$ cat src/rtl/serdes_pkg.sv
// Definitions shared by the serializer and its downstream deserializer partner.
package serdes_pkg;

  typedef enum logic {IDLE, SEND} ser_state_t;

  localparam int SERDES_DEFAULT_WIDTH = 16;

endpackage

$ cat src/rtl/serializer.sv
// Parallel-to-serial converter: sends the top data_mod_i bits (all bits when 0), MSB first.
//   state | meaning
//   IDLE  | outputs quiet, next data_val_i is captured
//   SEND  | one bit per cycle leaves shreg[W-1], counter counts bits remaining
module serializer
  import serdes_pkg::*;
#(
  parameter int DATA_BUS_WIDTH = SERDES_DEFAULT_WIDTH,
  parameter int MOD_WIDTH      = $clog2(DATA_BUS_WIDTH),
  parameter int COUNTER_SIZE   = $clog2(DATA_BUS_WIDTH) + 1
) (
  input  logic                      clk_i,
  input  logic                      arst_ni,
  input  logic [DATA_BUS_WIDTH-1:0] data_i,
  input  logic [MOD_WIDTH-1:0]      data_mod_i,
  input  logic                      data_val_i,
  output logic                      ser_data_o,
  output logic                      ser_data_val_o,
  output logic                      busy_o
);

  localparam logic [COUNTER_SIZE-1:0] FULL_LEN = COUNTER_SIZE'(DATA_BUS_WIDTH);

  ser_state_t                state;
  logic [DATA_BUS_WIDTH-1:0] shreg;
  logic [COUNTER_SIZE-1:0]   cnt;
  logic [COUNTER_SIZE-1:0]   mod_ext;
  logic [COUNTER_SIZE-1:0]   req_len;

  // Zero selects the full word; oversize counts (non-power-of-2 widths) clamp to full.
  always_comb begin
    mod_ext = COUNTER_SIZE'(data_mod_i);
    req_len = mod_ext;
    if (mod_ext == '0 || mod_ext > FULL_LEN) req_len = FULL_LEN;
  end

  always_ff @(posedge clk_i or negedge arst_ni) begin
    if (!arst_ni) begin
      state          <= IDLE;
      shreg          <= '0;
      cnt            <= '0;
      ser_data_o     <= 1'b0;
      ser_data_val_o <= 1'b0;
      busy_o         <= 1'b0;
    end else begin
      case (state)
        IDLE: begin
          ser_data_o     <= 1'b0;
          ser_data_val_o <= 1'b0;
          busy_o         <= 1'b0;
          if (data_val_i) begin
            shreg <= data_i;
            cnt   <= req_len;
            state <= SEND;
          end
        end
        SEND: begin
          // Requests arriving here are dropped; the caller watches busy_o.
          ser_data_o     <= shreg[DATA_BUS_WIDTH-1];
          ser_data_val_o <= 1'b1;
          busy_o         <= 1'b1;
          shreg          <= {shreg[DATA_BUS_WIDTH-2:0], 1'b0};
          cnt            <= cnt - 1'b1;
          if (cnt == COUNTER_SIZE'(1)) state <= IDLE;
        end
        default: state <= IDLE;
      endcase
    end
  end

endmodule

$ cat config.mk
export PLATFORM = sky130hd
export DESIGN_NAME = serializer
export DESIGN_NICKNAME = d
export VERILOG_FILES = /design/src/rtl/serdes_pkg.sv /design/src/rtl/serializer.sv
export SDC_FILE = /design/constraint.sdc
export NUM_CORES = 1
export LEC_CHECK = 0
export ABC_AREA = 1
export ABC_CLOCK_PERIOD_IN_PS = 1300
export CAP_MARGIN = 0
export CORE_ASPECT_RATIO = 0.9
export CORE_MARGIN = 1.5
export CORE_UTILIZATION = 25
export CTS_BUF_LIST = sky130_fd_sc_hd__clkbuf_4 sky130_fd_sc_hd__clkbuf_8 sky130_fd_sc_hd__clkbuf_16
export DETAILED_ROUTE_END_ITERATION = 6
export PLACE_DENSITY = 0.5
export REMOVE_ABC_BUFFERS = 1
export SKIP_CTS_REPAIR_TIMING = 1
export SYNTH_ARGS = -nofsm -noshare
export SYNTH_HDL_FRONTEND = slang
export SYNTH_SLANG_ARGS = --single-unit
$ cat constraint.sdc
create_clock -name clk_i -period 1.3 [get_ports clk_i]
set_input_delay 0.13 -clock clk_i [delete_from_list [all_inputs] [get_ports clk_i]]
set_output_delay 0.13 -clock clk_i [all_outputs]
set_load 0.1 [all_outputs]
**Word level (Yosys, flattened, before mapping)**

Cells that the tools add are included.

- Flip-flop bits (word level): 24
- Latch bits: 0
- Bits in writable memories: 0
- Bits in read-only memories: 0
- Bits of input ports: 23
- Output and inout port bits: 3
- Word-level logic and storage cells: 22
- Memories: 0

- Add/sub/neg operators: 1
- Multiply operators: 0
- Div/mod/pow operators: 0
- Order comparisons: 1
- Equality and inequality tests: 2
- Shift-type cells: 0
- Muxes and demuxes: 10
- Bitwise logic cells: 1
- Reductions and logical operators: 2

Operators with widths:

| operator | count |
|---|---|
| $pmux W16 S2 | 1 |
| $mux W16 | 1 |
| $mux W5 | 2 |
| $pmux W5 S2 | 1 |
| $pmux W1 S2 | 3 |
| $eq A5 B1 Y1 const B | 1 |
| $gt A4 B5 Y1 const B | 1 |
| $sub A5 B1 Y5 const B | 1 |
| $logic_not A4 Y1 | 1 |
| $mux W1 | 2 |
| $ne A2 B2 Y1 const B | 1 |
| $logic_or A1 B1 Y1 | 1 |
| $not A1 Y1 | 1 |

**Logic depth before layout (Yosys ltp)**

- Depth after elaboration: 5
- Depth in mapped cells: 7
- Gate-level depth less buffers: 6

**Worst setup path after synthesis**

Ideal clock, no wire load.

- Path type: register to output
- From: reg, netlist name busy_o
- To: out ser_data_val_o
- Data arrival time: 1324 ps
- Data required time: 1170 ps
- Setup slack: -154 ps
- Cell stages (with the launch flop): 2
- Path buffers: 1
- Cell sequence: dfrtp_1 > buf_4

RTL lines:

| what | line | source |
|---|---|---|
| end: declaration | serializer.sv:18 | `output logic ser_data_val_o,` |

**Worst setup path after layout**

- From: reg cnt[0]
- To: reg cnt[2]

- Longest elaborated chain between the ends: 2

RTL lines:

| what | line | source |
|---|---|---|
| start: declaration | serializer.sv:26 | `logic [COUNTER_SIZE-1:0] cnt;` |
| start signal: assignment | serializer.sv:53 | `cnt <= req_len;` |
| start signal: assignment | serializer.sv:63 | `cnt <= cnt - 1'b1;` |
| $sub A5 B1 Y5 | serializer.sv:63 |  |
| $pmux W5 S2 | serializer.sv:46 | `case (state)` |

No other way between the ends.
A chain may end at the register's enable or synchronous reset.

==> metrics.yaml <==
setup_violations: 0
clockPowerShare_pct: 14.1
worstMarginPinSlew_ps: 312
cp-end-kind: "flop"
dp_hpwl_um: 1790
yosys_most_used_dff: "dfrtp_1"
maxSlewHeadroom_pct: 79.2
async_flop_share_pct: 100
port_buffers: 25
synth.avg_cell_area_um2: 9.41
synthTopCellsByCount: "nor2_1 (33), dfrtp_1 (24), nand2_1 (16)"
fp.dieArea_mm2: 0.00501
clkSinkCount: 24
insertion_delay_ps: 270
fin_area_mm2: 0.00155
ys_warn_count: 0
finClkSkew_ps: 3.62
grt_pass1_wl_um: 4110
vias: 892
p_int_mw: 2.15
io_pins: 26
syn2layout_area_growth_pct: 35.3
grt_usage_pct: 10.9
ys_ff_latch: 24
antenna_found_initial: 0
outcome: "finished clean"
die_h_um: 67.3
globalplace.congestion: 0.891
initial_core_util_pct: 25.9
power.switching_mw: 1.48
combPwrFrac_pct: 48.6
ys_seq_area_share_pct: 52.3
maxSlewViolCount: 0
fillers: 483
drive_above_1_share_pct: 15.1
wl_um: 2430
pwr-share-seq_pct: 37.3
path_max_fanout: 4
grt_max_degree: 25
critPathArrivalTime_ps: 1370
drt_iter0_drc: 45
place_area_mm2: 0.00150
clk_transition_reported_paths_ps: 90
switching_share_pct: 40.8
cts_root_buffer: "clkbuf_8"
cts_tree: "yes"
cts-buffers-inserted: 3
viasPerCell: 4.17
wl_per_cell_um: 11.3
netlist.area_leader.share_pct: 52.3
finalCritPeriodShare_pct: 90.7
critPathLaunchType: "flop"
min_period_ps: 1180
yosysUniqueCellTypes: 23
fmax_mhz: 848
timing.hold.ws_ps: 210
power_density_mw_per_mm2: 2330
grt_pass1_vias: 888
drv_cap: 0
synth_cells: 122
synth_area_leaders: "dfrtp_1 (52%), nor2_1 (11%), o22ai_1 (6.5%), nand2_1 (5.2%), inv_1 (3.3%)"
drc_errors: 0
worstSetupPathType: "flop to flop"
dr.pass1.iters: 4
yosys.area.top_type: "dfrtp_1"
h-tree-depth: 1
rsz0062_at_grt: "false"
p_leak_nw: 0.720
layout.nets: 178
synth_area_mm2: 0.00115
total_power_mw: 3.63
peakVddDrop_v: 0.000683
finalHoldViolations: 0
rows: 23
n_antenna_cell: 0
hold_class: "input port to asynchronous set/reset pin"
core_mm2: 0.00443
grt_overflow: 0
yosysMostFrequentCell: "nor2_1"
ctsLongestPathBuffers: 2
route.antenna.remaining_nets: 0
crit_required_ps: 1500
synth_edf_count: 0
die_w_um: 74.5
power by group through the flow:
stage	sequential [mW]	combinational [mW]	clock [mW]
2_1_floorplan	1.61	0.909	0
3_3_place_gp	1.36	1.74	0
3_5_place_dp	1.36	1.78	0
4_1_cts	1.35	1.77	0.532
5_1_grt	1.40	1.97	0.567
6_report	1.35	1.76	0.513
metal layers:
metal  track usage [%]  routed length (um)
met3              3.88                 159
met1              14.7                1180
met2              16.2                1060
met4              3.64                  27
met5                 0                   0
registers in the layout, summed over array words and instances, names as in the netlist:
signal and count:
shreg 16, state 1, cnt 5, busy_o 1
ser_data_o 1
cell families after synthesis:
group | after synthesis | share of synthesized area (%)
compound gates | 22 | 14.7
fa+ha+maj | 2 | 2.18
buf+inv | 17 | 9.48
simple gates | 57 | 21.4
flops | 24 | 52.3
final cells by class:
class / count / area (um^2) / share of cell area (%)
tap: 62 / 77.6 / 4.99
multi-input combinational: 81 / 442 / 28.4
clock buffer: 4 / 55.1 / 3.54
timing repair buffer: 31 / 325 / 20.9
sequential: 24 / 602 / 38.7
inverter: 12 / 52.6 / 3.38
metrics by stage:
step / instances / utilization, % / worst slack, ps / setup TNS [ps]
2_1_floorplan: 117 / - / -309 / -617
3_3_place_gp: 210 / 33.7 / 11.8 / 0
3_5_place_dp: 210 / 33.7 / -16.0 / -21.6
4_1_cts: 214 / 35.0 / 61.2 / 0
5_1_grt: 214 / 35.1 / 10.1 / 0
6_report: 214 / 35.1 / 121 / 0
worst paths after layout:
| check | cells past startpoint | slack, ps | start | endpoint |
|---|---|---|---|---|
| max in group asynchronous | 2 | 830 | arst_ni | state$_DFF_PN0_ |
| hold reg to reg | 2 | 470 | shreg[15]$_DFFE_PN0P_ | ser_data_o$_DFF_PN0_ |
| setup reg to reg | 6 | 120 | cnt[0]$_DFFE_PN0P_ | cnt[2]$_DFFE_PN0P_ |
| hold / removal | 2 | 210 | arst_ni | busy_o$_DFF_PN0_ |
| min in group clk_i | 3 | 440 | data_i[5] | shreg[5]$_DFFE_PN0P_ |
| setup / recovery | 6 | 120 | cnt[0]$_DFFE_PN0P_ | cnt[2]$_DFFE_PN0P_ |
worst max-delay path, stage by stage, from the launching register on:
cell and delay, ps:
dfrtp_1 430, inv_1 130, ha_2 200, nand2_1 70
nor2_1 80, a21oi_1 50, o21ai_1 140
placed cells by master (no fill, tap or decap), types with 3 or more instances in the layout:
| master | count |
|---|---|
| o22ai_1 | 12 |
| dfrtp_1 | 23 |
| clkbuf_8 | 4 |
| nand3_1 | 6 |
| clkdlybuf4s50_1 | 22 |
| nand2_1 | 16 |
| nor2_1 | 33 |
| buf_12 | 3 |
| buf_4 | 6 |
| inv_1 | 10 |
No activity file was read; power rests on OpenSTA's default activity.
==> RTL edit 1: new RTL, same settings <==
Set the package constant `SERDES_DEFAULT_WIDTH` to 32 (it was 16).
--- a/src/rtl/serdes_pkg.sv
+++ b/src/rtl/serdes_pkg.sv
@@ -4,5 +4,5 @@
   typedef enum logic {IDLE, SEND} ser_state_t;
 
-  localparam int SERDES_DEFAULT_WIDTH = 16;
+  localparam int SERDES_DEFAULT_WIDTH = 32;
 
 endpackage
Ports: changed (resized data_i and data_mod_i); port bits go from 26 to 43. The function was not compared with the original's and may differ.
==> RTL edit 1 against the unedited design <==
- power grew 39%
- sequential share of layout area grew 1.0 points
- routed wire length grew 78%
- design area grew 66%
- area after synthesis grew 58%
- sequential power grew 64%
- worst setup slack gained 0.032 ns
- sequential cell count grew 17
==> RTL edit 1: results (changes against the unedited design) <==
| Metric | Value |
|---|---|
| Grt met3 use | 3.19% (was 3.88%) |
| Worst reg2reg setup slack | 0.15 ns (was 0.12 ns) |
| DP Area | 2470 sq um (was 1500 sq um) |
| Net count reported at finish | 297 (was 178) |
| Sequential area share after synthesis | 56.5% (was 52.3%) |
| Met2 track demand over resource in global routing | 17.9% (was 16.2%) |
| Detail Route met3 WL | 202 microns (was 159 microns) |
| Number of cells on the worst reg-to-reg path | 7 (was 6) |
| Worst clock skew | 0.00500 ns (was 0.00362 ns) |
| CTS buffer count | 5 (was 3) |
| Post-Synthesis Cells | 200 (was 122) |
| Static leakage power | 1.20 nW (was 0.720 nW) |
| Required arrival time at the worst endpoint | 1.48 ns (was 1.50 ns) |
| Share of flip-flops with an asynchronous set or reset | 100% (unchanged) |
| Worst vdd rail ir drop | 0.000468 V (was 0.000683 V) |
| Sw power | 1.79 mW (was 1.48 mW) |
| Detailed-route wire length | 4.32 mm (was 2.43 mm) |
| Avg Vias per Cell | 4.52 (was 4.17) |
| Initial DRC Count | 68 (was 45) |
| Critical Path End | cnt[4] (was cnt[2]) |
| Commonest cells in the synthesized netlist | sky130_fd_sc_hd__nor2_1, sky130_fd_sc_hd__dfrtp_1, sky130_fd_sc_hd__nand2_1 (unchanged) |
| Stage delay of the slowest cell on the critical path | 0.38 ns (was 0.43 ns) |
| Length of routed met2 wiring | 1.82 mm (was 1.06 mm) |
| Layout cell share with drive strength beyond 1 | 13.7% (was 15.1%) |
| Global placer's final weighted congestion | 0.764 (was 0.891) |
| Level count of the clock H-tree | 2 (was 1) |
| Cell total after placement | 340 (was 210) |
| Hold WS | 0.346 ns (was 0.210 ns) |
| Largest net degree at the start of global routing | 42 (was 25) |
| Wl on met1 | 2.24 mm (was 1.18 mm) |
| Total global routing track utilization | 12.2% (was 10.9%) |
| Status | finished clean (unchanged) |
| Synth cell types | 24 (was 23) |
| Top cells by area in the synthesized netlist | sky130_fd_sc_hd__dfrtp_1, sky130_fd_sc_hd__nor2_1, sky130_fd_sc_hd__o22ai_1, sky130_fd_sc_hd__nand2_1, sky130_fd_sc_hd__inv_1 (unchanged) |
| Root buffer cell | sky130_fd_sc_hd__clkbuf_8 (unchanged) |
| First-pass GRT wire length | 7.52 mm (was 4.11 mm) |
| Insertion delay of the later-clocked pin in the worst-skew pair | 0.29 ns (was 0.27 ns) |
| Worst-path maximum fanout | 3 (was 4) |
| Row cnt | 29 (was 23) |
| Setup WS pre-CTS | -0.0237 ns (was -0.0160 ns) |
| Number of buffer cells added on primary ports | 42 (was 25) |
| Placed wire-length estimate | 3.09 mm (was 1.79 mm) |
| Actual transition at the worst max-transition pin | 0.249 ns (was 0.312 ns) |
| Post-detailed-route wirelength per cell | 12.4 microns (was 11.3 microns) |
| Top Metal Used | met4 (unchanged) |
| Top Registers | shreg (32), cnt (6) (was shreg (16), cnt (5)) |
| Highest Clock Rate | 872 MHz (was 848 MHz) |
| GR Util met1 | 17.6% (was 14.7%) |
| RR Startpoint | cnt[1] (was cnt[0]) |
==> RTL edit 1: cell type report <==
cell class                      count  area [sq um]
Fill cell                         750          4460
Sequential cell                    41          1030
Multi-Input combinational cell    134           679
Timing Repair Buffer               59           617
Tap cell                           93           116
Clock buffer                        7          90.1
Inverter                           14          52.6
==> RTL edit 1: power groups by stage <==
stage	sequential, mW	combinational (mW)	clock (mW)
2_1_floorplan	2.37	1.07	0
3_3_place_gp	2.23	1.94	0
3_5_place_dp	2.23	1.97	0
4_1_cts	2.21	1.98	0.894
5_1_grt	2.29	2.21	0.945
6_report	2.21	1.96	0.860
==> RTL edit 1: cell families (layout without fill, tap and decap cells) <==
| family | after synthesis | after routing | synth area share (%) |
|---|---|---|---|
| adders and majority gates | 2 | 2 | 1.38 |
| and+or+nand+nor | 92 | 92 | 20.5 |
| buffers and inverters | 25 | 80 | 6.27 |
| AOI/OAI and AO/OA | 39 | 39 | 14.9 |
| DFF | 41 | 41 | 56.5 |
| xor gates and xnor gates | 1 | 1 | 0.482 |
==> RTL edit 2: new RTL, config.mk and constraints unchanged <==
Made on the original files. Make the reset (`arst_ni`) synchronous in one clocked block.
--- a/src/rtl/serializer.sv
+++ b/src/rtl/serializer.sv
@@ -35,5 +35,5 @@
   end
 
-  always_ff @(posedge clk_i or negedge arst_ni) begin
+  always_ff @(posedge clk_i) begin
     if (!arst_ni) begin
       state          <= IDLE;
Function: differs if arst_ni is asserted again (counterexample within 4 cycles, from zero or initial values and one cycle with arst_ni low); with arst_ni held inactive, the same outputs for 10 cycles.
==> RTL edit 2 against the unedited design <==
- die area is 6.4% higher
- synthesized cell count increased by 57%
- fmax grew 1.7%
- cell count rose by 31%
- routed wire length rose by 7.5%
- critical path type unchanged
- worst setup slack better by 0.020 ns
- sequential cell count did not move
- critical path depth unchanged
- worst hold slack improved by 0.21 ns
- design area is 6.2% higher
- area after synthesis is 6.6% higher
- highest routed layer unchanged
Power is not compared: it rests on default switching activity, and its combinational part moved more than twofold at a synthesized area within 25%.
==> RTL edit 2: results (changes against the unedited design) <==
| Metric | Value |
|---|---|
| Diodes inserted | 0 (unchanged) |
| Top flip-flop cell by instance count after synthesis | sky130_fd_sc_hd__dfxtp_1 (was sky130_fd_sc_hd__dfrtp_1) |
| Cell total after placement | 277 (was 210) |
| Worst reg2reg setup slack | 0.14 ns (was 0.12 ns) |
| Final core area utilization | 36.1% (was 35.1%) |
| Total global routing track utilization | 10.5% (was 10.9%) |
| Commonest cells in the synthesized netlist | sky130_fd_sc_hd__nand2_1, sky130_fd_sc_hd__inv_1, sky130_fd_sc_hd__dfxtp_1 (was sky130_fd_sc_hd__nor2_1, sky130_fd_sc_hd__dfrtp_1, sky130_fd_sc_hd__nand2_1) |
| Post-detailed-route wirelength per cell | 9.28 microns (was 11.3 microns) |
| Global placer's final weighted congestion | 0.774 (was 0.891) |
| RR Startpoint | cnt[0] (unchanged) |
| DP Area | 1580 sq um (was 1500 sq um) |
| Antenna violations before repair | 0 (unchanged) |
| Min-Delay Path Class | primary input to flop (was primary input to asynchronous set/reset pin) |
| Share of the clock period used by the worst path | 89.2% (was 90.7%) |
| Detailed-route wire length | 2.61 mm (was 2.43 mm) |
| Placed wire-length estimate | 1.93 mm (was 1.79 mm) |
| Top cells by area in the synthesized netlist | sky130_fd_sc_hd__dfxtp_1, sky130_fd_sc_hd__nand2_1, sky130_fd_sc_hd__inv_1, sky130_fd_sc_hd__nand3_1, sky130_fd_sc_hd__buf_6 (was sky130_fd_sc_hd__dfrtp_1, sky130_fd_sc_hd__nor2_1, sky130_fd_sc_hd__o22ai_1, sky130_fd_sc_hd__nand2_1, sky130_fd_sc_hd__inv_1) |
| Net count reported at finish | 245 (was 178) |
| Number of global-route vias before repair | 1035 (was 888) |
| Sequential area share after synthesis | 39.2% (was 52.3%) |
| Largest net degree at the start of global routing | 22 (was 25) |
| Status | finished clean (unchanged) |
| Layout cell share with drive strength beyond 1 | 8.68% (was 15.1%) |
| Initial DRC Count | 53 (was 45) |
| Synth cell types | 15 (was 23) |
| Worst Hold Launch | data_i[0] |
| Stage delay of the slowest cell on the critical path | 0.36 ns (was 0.43 ns) |
| Top Registers | shreg (16), cnt (5) (unchanged) |
| Post-Synthesis Cells | 191 (was 122) |
| Clock transition at the register clock pins on the worst setup and hold paths after CTS | 0.09 ns (about the same) |
| Worst clock skew | 0.00287 ns (was 0.00362 ns) |
| Crit-path slowest cell | sky130_fd_sc_hd__dfxtp_1 (was sky130_fd_sc_hd__dfrtp_1) |
| FF-to-FF End | cnt[1] (was cnt[2]) |
| Setup WS pre-CTS | 0.0201 ns (was -0.0160 ns) |
| Vias | 1111 (was 892) |
| Post-Route Setup TNS | 0 ns (unchanged) |
| Hold WS | 0.418 ns (was 0.210 ns) |
| First-pass GRT wire length | 4.50 mm (was 4.11 mm) |
| Share of flip-flops with an asynchronous set or reset | 0% (was 100%) |
| Actual transition at the worst max-transition pin | 0.270 ns (was 0.312 ns) |
RTL edit 2: power by group through the flow:
stage	clock network, mW	registers [mW]	logic, mW
floorplan	0	0.869	0.170
global placement	0	0.843	0.383
detailed placement	0	0.844	0.383
CTS	0.685	0.827	0.385
global route	0.714	0.833	0.428
finish	0.664	0.826	0.377
RTL edit 2: cell type report:
type                       count  area, sq um
tap                           62         77.6
fill                         496         2930
clock inverter                 1         30.0
timing repair buffer          33          365
clock buffer                   3         41.3
multi-input combinational    129          547
sequential                    24          480
inverter                      29          109
RTL edit 2: how the worst max path moves through the flow:
stage	from	endpoint
2_1_floorplan	busy_o	busy_o
3_3_place_gp	data_val_i	shreg[3]
3_5_place_dp	data_val_i	cnt[3]
4_1_cts	state	cnt[3]
5_1_grt	state	cnt[3]
6_report	cnt[0]	cnt[1]
RTL edit 2: logic make-up after synthesis:
| kind of cell | count (synthesis) | share of synthesized area [%] |
|---|---|---|
| buf+inv | 38 | 16.1 |
| compound gates | 4 | 1.63 |
| simple gates | 123 | 41.0 |
| flops | 24 | 39.2 |
| fa+ha+maj | 2 | 2.04 |
RTL edit 2: critical path: cells and delay by family, from the launching register on:
kind	cells	cell delay (ns)
fa+ha+maj	1	0.28
flops	1	0.36
buf+inv	2	0.12
simple gates	3	0.35
RTL edit 2: per-layer routing:
layer | vias to the layer above | part of all wire, % | track usage (%)
li1 | 620 | - | -
met1 | 468 | 51 | 13.5
met2 | 19 | 44 | 17.4
met3 | 4 | 3.8 | 2.89
met4 | 0 | 0.81 | 2.47
met5 | - | 0 | 0
